## src/rtl/auth_rx.sv

```systemverilog
// UART 8N1 receiver feeding a "G"/"S" authorization handshake that gates platform power.
// The receiver samples each bit at mid-bit, timed from the synchronized falling edge of the start bit.
module auth_rx #(
  parameter int unsigned BAUD_CNT = 2604
) (
  input  logic       clk,
  input  logic       rst,
  input  logic       RX,
  input  logic       rider_off,
  output logic [7:0] rx_data,
  output logic       rdy,
  output logic       frm_err,
  output logic       pwr_up
);

  localparam int unsigned CNT_W  = 12;
  localparam int unsigned BIT_W  = 4;
  localparam int unsigned BYTE_W = 8;

  // Both loads are one less than the wait length, because the count includes the zero cycle.
  localparam logic [CNT_W-1:0]  FULL_LOAD = CNT_W'(BAUD_CNT - 1);
  localparam logic [CNT_W-1:0]  HALF_LOAD = CNT_W'(BAUD_CNT / 2 - 1);
  localparam logic [BIT_W-1:0]  LAST_BIT  = BIT_W'(BYTE_W - 1);
  localparam logic [BYTE_W-1:0] CHAR_G    = 8'h47;
  localparam logic [BYTE_W-1:0] CHAR_S    = 8'h53;

  typedef enum logic [1:0] {
    RX_IDLE,
    RX_START,
    RX_DATA,
    RX_STOP
  } rx_state_t;

  typedef enum logic [1:0] {
    AUTH_OFF,
    AUTH_PWR1,
    AUTH_PWR2
  } auth_state_t;

  logic              rx_meta;
  logic              rx_sync;
  logic              armed;
  logic [CNT_W-1:0]  baud_cnt;
  logic [BIT_W-1:0]  bit_cnt;
  logic [BYTE_W-1:0] shift_reg;
  logic              baud_done;
  rx_state_t         rx_state;
  auth_state_t       auth_state;

  assign baud_done = (baud_cnt == '0);

  // Two-flop synchronizer; idles high so reset does not look like a start bit.
  always_ff @(posedge clk) begin
    if (rst) begin
      rx_meta <= 1'b1;
      rx_sync <= 1'b1;
    end else begin
      rx_meta <= RX;
      rx_sync <= rx_meta;
    end
  end

  // Receiver FSM. A start is accepted only after the line has been seen high while in IDLE.
  always_ff @(posedge clk) begin
    if (rst) begin
      rx_state  <= RX_IDLE;
      armed     <= 1'b0;
      baud_cnt  <= '0;
      bit_cnt   <= '0;
      shift_reg <= '0;
      rx_data   <= '0;
      rdy       <= 1'b0;
      frm_err   <= 1'b0;
    end else begin
      rdy     <= 1'b0;
      frm_err <= 1'b0;
      case (rx_state)
        RX_IDLE: begin
          armed <= rx_sync;
          if (armed && !rx_sync) begin
            rx_state <= RX_START;
            baud_cnt <= HALF_LOAD;
            armed    <= 1'b0;
          end
        end
        RX_START: begin
          if (baud_done) begin
            if (!rx_sync) begin
              rx_state <= RX_DATA;
              baud_cnt <= FULL_LOAD;
              bit_cnt  <= '0;
            end else begin
              rx_state <= RX_IDLE;
            end
          end else begin
            baud_cnt <= baud_cnt - CNT_W'(1);
          end
        end
        RX_DATA: begin
          if (baud_done) begin
            shift_reg <= {rx_sync, shift_reg[BYTE_W-1:1]};
            baud_cnt  <= FULL_LOAD;
            bit_cnt   <= bit_cnt + BIT_W'(1);
            if (bit_cnt == LAST_BIT) begin
              rx_state <= RX_STOP;
            end
          end else begin
            baud_cnt <= baud_cnt - CNT_W'(1);
          end
        end
        RX_STOP: begin
          if (baud_done) begin
            if (rx_sync) begin
              rx_data <= shift_reg;
              rdy     <= 1'b1;
            end else begin
              frm_err <= 1'b1;
            end
            rx_state <= RX_IDLE;
            baud_cnt <= '0;
            bit_cnt  <= '0;
          end else begin
            baud_cnt <= baud_cnt - CNT_W'(1);
          end
        end
        default: begin
          rx_state <= RX_IDLE;
          baud_cnt <= '0;
          bit_cnt  <= '0;
        end
      endcase
    end
  end

  // Authorization FSM. pwr_up is updated on the same edge as the state, one cycle after rdy.
  always_ff @(posedge clk) begin
    if (rst) begin
      auth_state <= AUTH_OFF;
      pwr_up     <= 1'b0;
    end else begin
      case (auth_state)
        AUTH_OFF: begin
          if (rdy && rx_data == CHAR_G) begin
            auth_state <= AUTH_PWR1;
            pwr_up     <= 1'b1;
          end
        end
        AUTH_PWR1: begin
          if (rdy && rx_data == CHAR_S) begin
            if (rider_off) begin
              auth_state <= AUTH_OFF;
              pwr_up     <= 1'b0;
            end else begin
              auth_state <= AUTH_PWR2;
              pwr_up     <= 1'b1;
            end
          end
        end
        AUTH_PWR2: begin
          // A fresh 'G' takes priority over the rider leaving.
          if (rdy && rx_data == CHAR_G) begin
            auth_state <= AUTH_PWR1;
            pwr_up     <= 1'b1;
          end else if (rider_off) begin
            auth_state <= AUTH_OFF;
            pwr_up     <= 1'b0;
          end
        end
        default: begin
          auth_state <= AUTH_OFF;
          pwr_up     <= 1'b0;
        end
      endcase
    end
  end

endmodule

```

## config.mk

```make
export PLATFORM = sky130hd
export DESIGN_NAME = auth_rx
export DESIGN_NICKNAME = d
export VERILOG_FILES = /design/src/rtl/auth_rx.sv
export SDC_FILE = /design/constraint.sdc
export NUM_CORES = 1
export LEC_CHECK = 0
export ABC_AREA = 1
export ABC_CLOCK_PERIOD_IN_PS = 2200
export CORE_MARGIN = 5
export CORE_UTILIZATION = 58
export DETAILED_ROUTE_END_ITERATION = 6
export PLACE_DENSITY = 0.79
export SYNTH_ARGS = -nofsm -noshare
export SYNTH_HDL_FRONTEND = slang
export SYNTH_SLANG_ARGS = --single-unit
export TNS_END_PERCENT = 50
```

## constraint.sdc

```tcl
create_clock -name clk -period 2.2 [get_ports clk]
set_clock_uncertainty 0.2 [all_clocks]
set_input_delay 0.22 -clock clk [delete_from_list [all_inputs] [get_ports clk]]
set_output_delay 0.22 -clock clk [all_outputs]
set_load 0.005 [all_outputs]
```

## Word level (Yosys, flattened, before mapping)

Cells that the tools add are included.

| word-level totals | value |
|---|---|
| flip-flop bits (word level) | 42 |
| bits of input ports | 4 |
| output and inout port bits | 11 |
| word-level logic and storage cells | 82 |

| operators by class | value |
|---|---|
| $add $sub $neg | 2 |
| eq/ne operators | 18 |
| multiplexer cells | 33 |
| bitwise logic cells | 2 |
| reduce and logical (&&, ||, !) cells | 15 |

Operator list:

| operator | count |
|---|---|
| 12-bit 2-to-1 mux | 5 |
| 12-bit case mux with 4 select lines | 1 |
| 2-bit 2-to-1 mux | 11 |
| 8-bit by 7-bit == test with 1-bit output, second input constant | 2 |
| 4-bit 2-to-1 mux | 4 |
| 2-bit inequality test, second input constant | 8 |
| 12-bit logical NOT | 1 |
| 4-bit case mux with 3 select lines | 1 |
| 12-bit by 1-bit subtractor with 12-bit output, second input constant | 1 |
| 5-bit AND reduction | 2 |
| 1-bit 2-to-1 mux | 8 |
| 2-bit case mux with 4 select lines | 1 |
| 2-bit == test, second input constant | 3 |
| 3-bit inequality test, second input constant | 2 |
| 2-bit case mux with 3 select lines | 1 |
| 3-bit AND reduction | 2 |
| 4-bit by 1-bit adder with 4-bit output, second input constant | 1 |
| 2-bit by 1-bit == test with 1-bit output, second input constant | 2 |
| 4-bit by 3-bit == test with 1-bit output, second input constant | 1 |
| 2-bit logical NOT | 2 |
| 2-bit AND reduction | 2 |
| 1-bit logical AND | 3 |
| 1-bit case mux with 3 select lines | 1 |
| 3-bit nonzero test | 1 |
| 3 further kinds | 4 |

## Logic depth before layout (Yosys ltp)

Gate-level depths: netlist (run 1).

| logic depth | value |
|---|---|
| depth in word-level cells | 4 |
| mapped depth | 14 |
| gate-level depth less buffers | 13 |

## Least setup slack after synthesis (run 1)

No wires, ideal clock.

| timing path | value |
|---|---|
| path kind | reg-to-reg |
| start | register rx_state[0] |
| end | register bit_cnt[1] |
| library setup time | 122 ps |
| arrival time | 1402 ps |
| required time | 1878 ps |
| setup slack | 475 ps |
| stages on the path, launching flop included | 9 |
| buffers on the path | 0 |
| period minus slack after synthesis | 1725 ps |
| cell sequence | dfxtp_1 inv_1 ha_1 inv_1 nand3b_1 nand2_2 nand2_2 o21ai_0 nor3_1 |

| between the ends | value |
|---|---|
| word-level cells in the longest chain between the ends | 3 |
| elaborated cells between the ends (all ways) | 10 |
| classes of those cells | eq/ne (7); mux (1); reduce/logical (2) |

Ends and longest elaborated chain:

| element | line | text |
|---|---|---|
| start, declared | 47 | `rx_state_t rx_state;` |
| start signal, assigned | 66 | `rx_state <= RX_IDLE;` |
| start signal, assigned | 81 | `rx_state <= RX_START;` |
| start signal, assigned | 89 | `rx_state <= RX_DATA;` |
| 2-bit by 1-bit == test with 1-bit output or 2-bit == test (tied branches) | 77 | `case (rx_state)` |
| 2-bit inequality test (no line) or 3-bit nonzero test (tied branches) | - |  |
| 5-bit AND reduction (no line) | - |  |
| end signal, assigned | 103 | `bit_cnt <= bit_cnt + BIT_W'(1);` |
| end, declared | 44 | `logic [BIT_W-1:0] bit_cnt;` |

Several ways; a longest one is shown, not always the timed one.
A chain may end at the register's enable or synchronous reset.

## Final worst setup path (run 1)

| timing path | value |
|---|---|
| start | register baud_cnt[0] |
| end | register bit_cnt[1] |

| between the ends | value |
|---|---|
| word-level cells in the longest chain between the ends | 3 |
| elaborated cells between the ends (all ways) | 5 |
| classes of those cells | eq/ne (3); reduce/logical (2) |

Ends and longest elaborated chain:

| element | line | text |
|---|---|---|
| start, declared | 43 | `logic [CNT_W-1:0] baud_cnt;` |
| start signal, assigned | 96 | `baud_cnt <= baud_cnt - CNT_W'(1);` |
| start signal, assigned | 108 | `baud_cnt <= baud_cnt - CNT_W'(1);` |
| start signal, assigned | 123 | `baud_cnt <= baud_cnt - CNT_W'(1);` |
| 12-bit logical NOT * | 50 | `assign baud_done = (baud_cnt == '0);` |
| 2-bit inequality test (no line) | - |  |
| 5-bit AND reduction (no line) * | - |  |

Mark *: on every way between the ends. The rest lies on a longest branch, timed or not.

==> results of run 1 <==
[power by group through the flow]
stage | Combinational [W] | Clock, W | Sequential [W]
after floorplan | 0.000347 | 0 | 0.000838
after global placement | 0.000394 | 0 | 0.000844
after detailed placement | 0.000402 | 0 | 0.000845
after CTS | 0.000405 | 0.000529 | 0.000827
after global routing | 0.000465 | 0.000576 | 0.000834
final | 0.000405 | 0.000516 | 0.000827
[cells by family after synthesis]
group	count (synthesis)	share of synthesized area
and+or+nand+nor	135	0.293
adders and majority gates	8	0.0470
xor gates and xnor gates	5	0.0205
AOI/OAI and AO/OA	61	0.152
DFF	42	0.394
buffers and inverters	47	0.0933
[per-stage QoR]
stage	hold WS (ns)	power (W)	instances
3_3_place_gp	0.191	0.00124	357
2_1_floorplan	0.0971	0.00118	298
4_1_cts	0.220	0.00176	365
6_report	0.219	0.00175	365
3_5_place_dp	0.199	0.00125	357
5_1_grt	0.250	0.00187	365
[how the worst min path moves through the flow]
| stage | end | slack, ns | startpoint | depth (start not counted) |
|---|---|---|---|---|
| after detailed placement | rx_sync | 0.20 | rx_meta | 1 |
| final | rx_sync | 0.22 | rx_meta | 1 |
| after floorplan | frm_err | 0.1 | rst | 1 |
| after global placement | rx_sync | 0.19 | rx_meta | 1 |
| after CTS | rx_sync | 0.22 | rx_meta | 1 |
| after global routing | rx_sync | 0.25 | rx_meta | 1 |
[Yosys cell counts (all sizes together), types with 3 or more instances]
cell type / n / area [um^2]
dfxtp: 42 / 841
a21oi: 31 / 166
nor2: 49 / 225
nor3: 5 / 36.3
nand3: 18 / 90.1
nand2: 57 / 234
xor2: 4 / 35.0
ha: 8 / 100
or2: 3 / 18.8
o21ai: 28 / 140
buf: 3 / 33.8
inv: 41 / 154
clkbuf: 3 / 11.3
[metal layers]
metal,vias to the layer above,GRT usage,part of all wire
li1,981,-,-
met1,824,0.234,0.46
met2,41,0.316,0.47
met3,6,0.0497,0.051
met4,0,0.0438,0.011
met5,-,0,0
[area by class of cell]
class / instances / area (um^2) / area share
timing repair buffer: 17 / 163 / 0.0677
clock buffer: 5 / 68.8 / 0.0286
tap: 48 / 60.1 / 0.0250
clock inverter: 3 / 25.0 / 0.0104
multi-input combinational: 209 / 1090 / 0.454
sequential: 42 / 841 / 0.350
inverter: 41 / 154 / 0.0640
[critical path, cell delays in order (launching register included)]
cell	delay, ns
dfxtp_1	0.34
inv_1	0.10
ha_1	0.15
inv_1	0.03
nor2_1	0.10
nand2_1	0.10
nor2_4	0.13
nand2_4	0.15
nand2_2	0.14
nand2_2	0.10
o21ai_0	0.23
nor3_1	0.07
==> impl_metrics.yaml, run 1 <==
outcome:
  status: "finished clean"
placed_design:
  globalplace.congestion: 0.869
  dp_hpwl_mm: 3.00
  place_ws_ns: 0.252
  io_buffers: 14
  postPlaceCellArea_um2: 2310
hold_path:
  hold_class: "flip-flop to flip-flop"
power:
  power_frac_seq: 0.473
  power.internal_w: 0.00116
  power_density_nw_per_um2: 727
  power_frac_clock: 0.295
  combPwrFrac: 0.231
  p_switching_w: 0.000585
  p_leak_nw: 1.06
  netSwitchingFraction: 0.335
  vdd_ir_drop_max_uv: 538
detailed_routing:
  vias: 1852
  postRouteAntennaNets: 0
  vias_per_cell: 5.07
  wl_per_cell_um: 11.2
  firstDrtPassIters: 4
  drt-total-wl_mm: 4.09
  drc: 0
  drt_iter0_drc: 115
cts:
  cts_sinks: 42
  cts_tree: "yes"
  cts_resized: 0
  numCtsBuffers: 5
  cts_setup_buffers: 0
  clkLatencyLatePin_ns: 0.30
  h-tree-depth: 2
  clockBufferDepth: 2
  postCtsHoldBufs: 0
  clk_pin_slew_worst_paths_ns: 0.09
  clockRootBuffer: "clkbuf_8"
timing:
  rsz0062_at_grt: "false"
  slew_viol_final: 0
  max_slew_margin: 0.805
  fin_ws_ns: 0.245
  setup_violations: 0
  period_minus_slack_ns: 1.95
  hold_viol_final: 0
  worst_pin_slew_ns: 0.292
  fin_crit_sh: 0.888
  fmax_mhz: 512
  fin_tns_setup_ns: 0
critical_path:
  criticalPathCategory: "flip-flop to flip-flop"
  r2r_start: "baud_cnt[0]"
  crit_path_end: "bit_cnt[1]"
  r2r_end: "bit_cnt[1]"
  cp-end-kind: "flip-flop"
  cp-start-kind: "flip-flop"
  cp.arrival_ns: 1.94
  reg2regPathDepth: 11
  cp_max_fo: 12
  reg2reg_slack_ns: 0.25
  startpoint: "baud_cnt[0]"
  cp.required_ns: 2.19
layout:
  antenna_cells: 0
  syn_to_final_growth_pct: 12.7
  finish.instance_area_um2: 2400
  final_nets: 328
  mostFrequentLayoutCells: "nand2_1 (51), nor2_1 (44), dfxtp_1 (42)"
  fin_util: 0.667
  largest_reg_flops: 12
  num-fill-cells: 316
  final_common_cell: "nand2_1"
  post_route_cells_drive_above_1_share: 0.0915
yosys:
  syn_area_um2: 2130
  ys_warn_count: 0
  synthFlopType: "dfxtp_1"
  synth_seq_cells: 42
  postSynthCellCount: 298
  syn_nets: 310
  synth_edf_count: 0
  ys_seq_area_frac: 0.394
  syn_area_per_cell_um2: 7.15
  synthArstFlopShare: 0
  synth_cell_types: 29
die:
  core-area_um2: 3610
  rows: 22
  die_area_um2: 4990
  die_width_um: 70.6
  start_util: 0.591
  io_pins: 15
  dieHeight_um: 70.6
grt:
  grtUsageTotal: 0.185
  grt_max_degree: 28
  grt_pass1_wl_mm: 7.58
  grt_pass1_vias: 1779
  antenna_found_initial: 0
  overflow: 0
run:
  max_cap_viol_count: 0
Power figures use the tool's default switching activity.
==> inputs of run 2 (changes only) <==
==> constraint.sdc (replaced) <==
create_clock -name clk -period 2.2 [get_ports clk]
set_clock_uncertainty 0.2 [all_clocks]
set_input_delay 0.22 -clock clk [delete_from_list [all_inputs] [get_ports clk]]
set_output_delay 0.22 -clock clk [all_outputs]
set_load 0.05 [all_outputs]
==> results of run 2 <==
The final DEF is identical to that of run 1. Status: finished clean.
Among the figures that moved: total power 0.00175 W -> 0.00176 W
==> inputs of run 3 (changes only) <==
--- a/config.mk
+++ b/config.mk
@@ -14,4 +14,4 @@
 export SYNTH_ARGS = -nofsm -noshare
 export SYNTH_HDL_FRONTEND = slang
 export SYNTH_SLANG_ARGS = --single-unit
-export TNS_END_PERCENT = 50
+export TNS_END_PERCENT = 1
==> results of run 3 <==
The final DEF is identical to that of run 1. Status: finished clean.
Among the figures that moved: total power 0.00175 W -> 0.00176 W
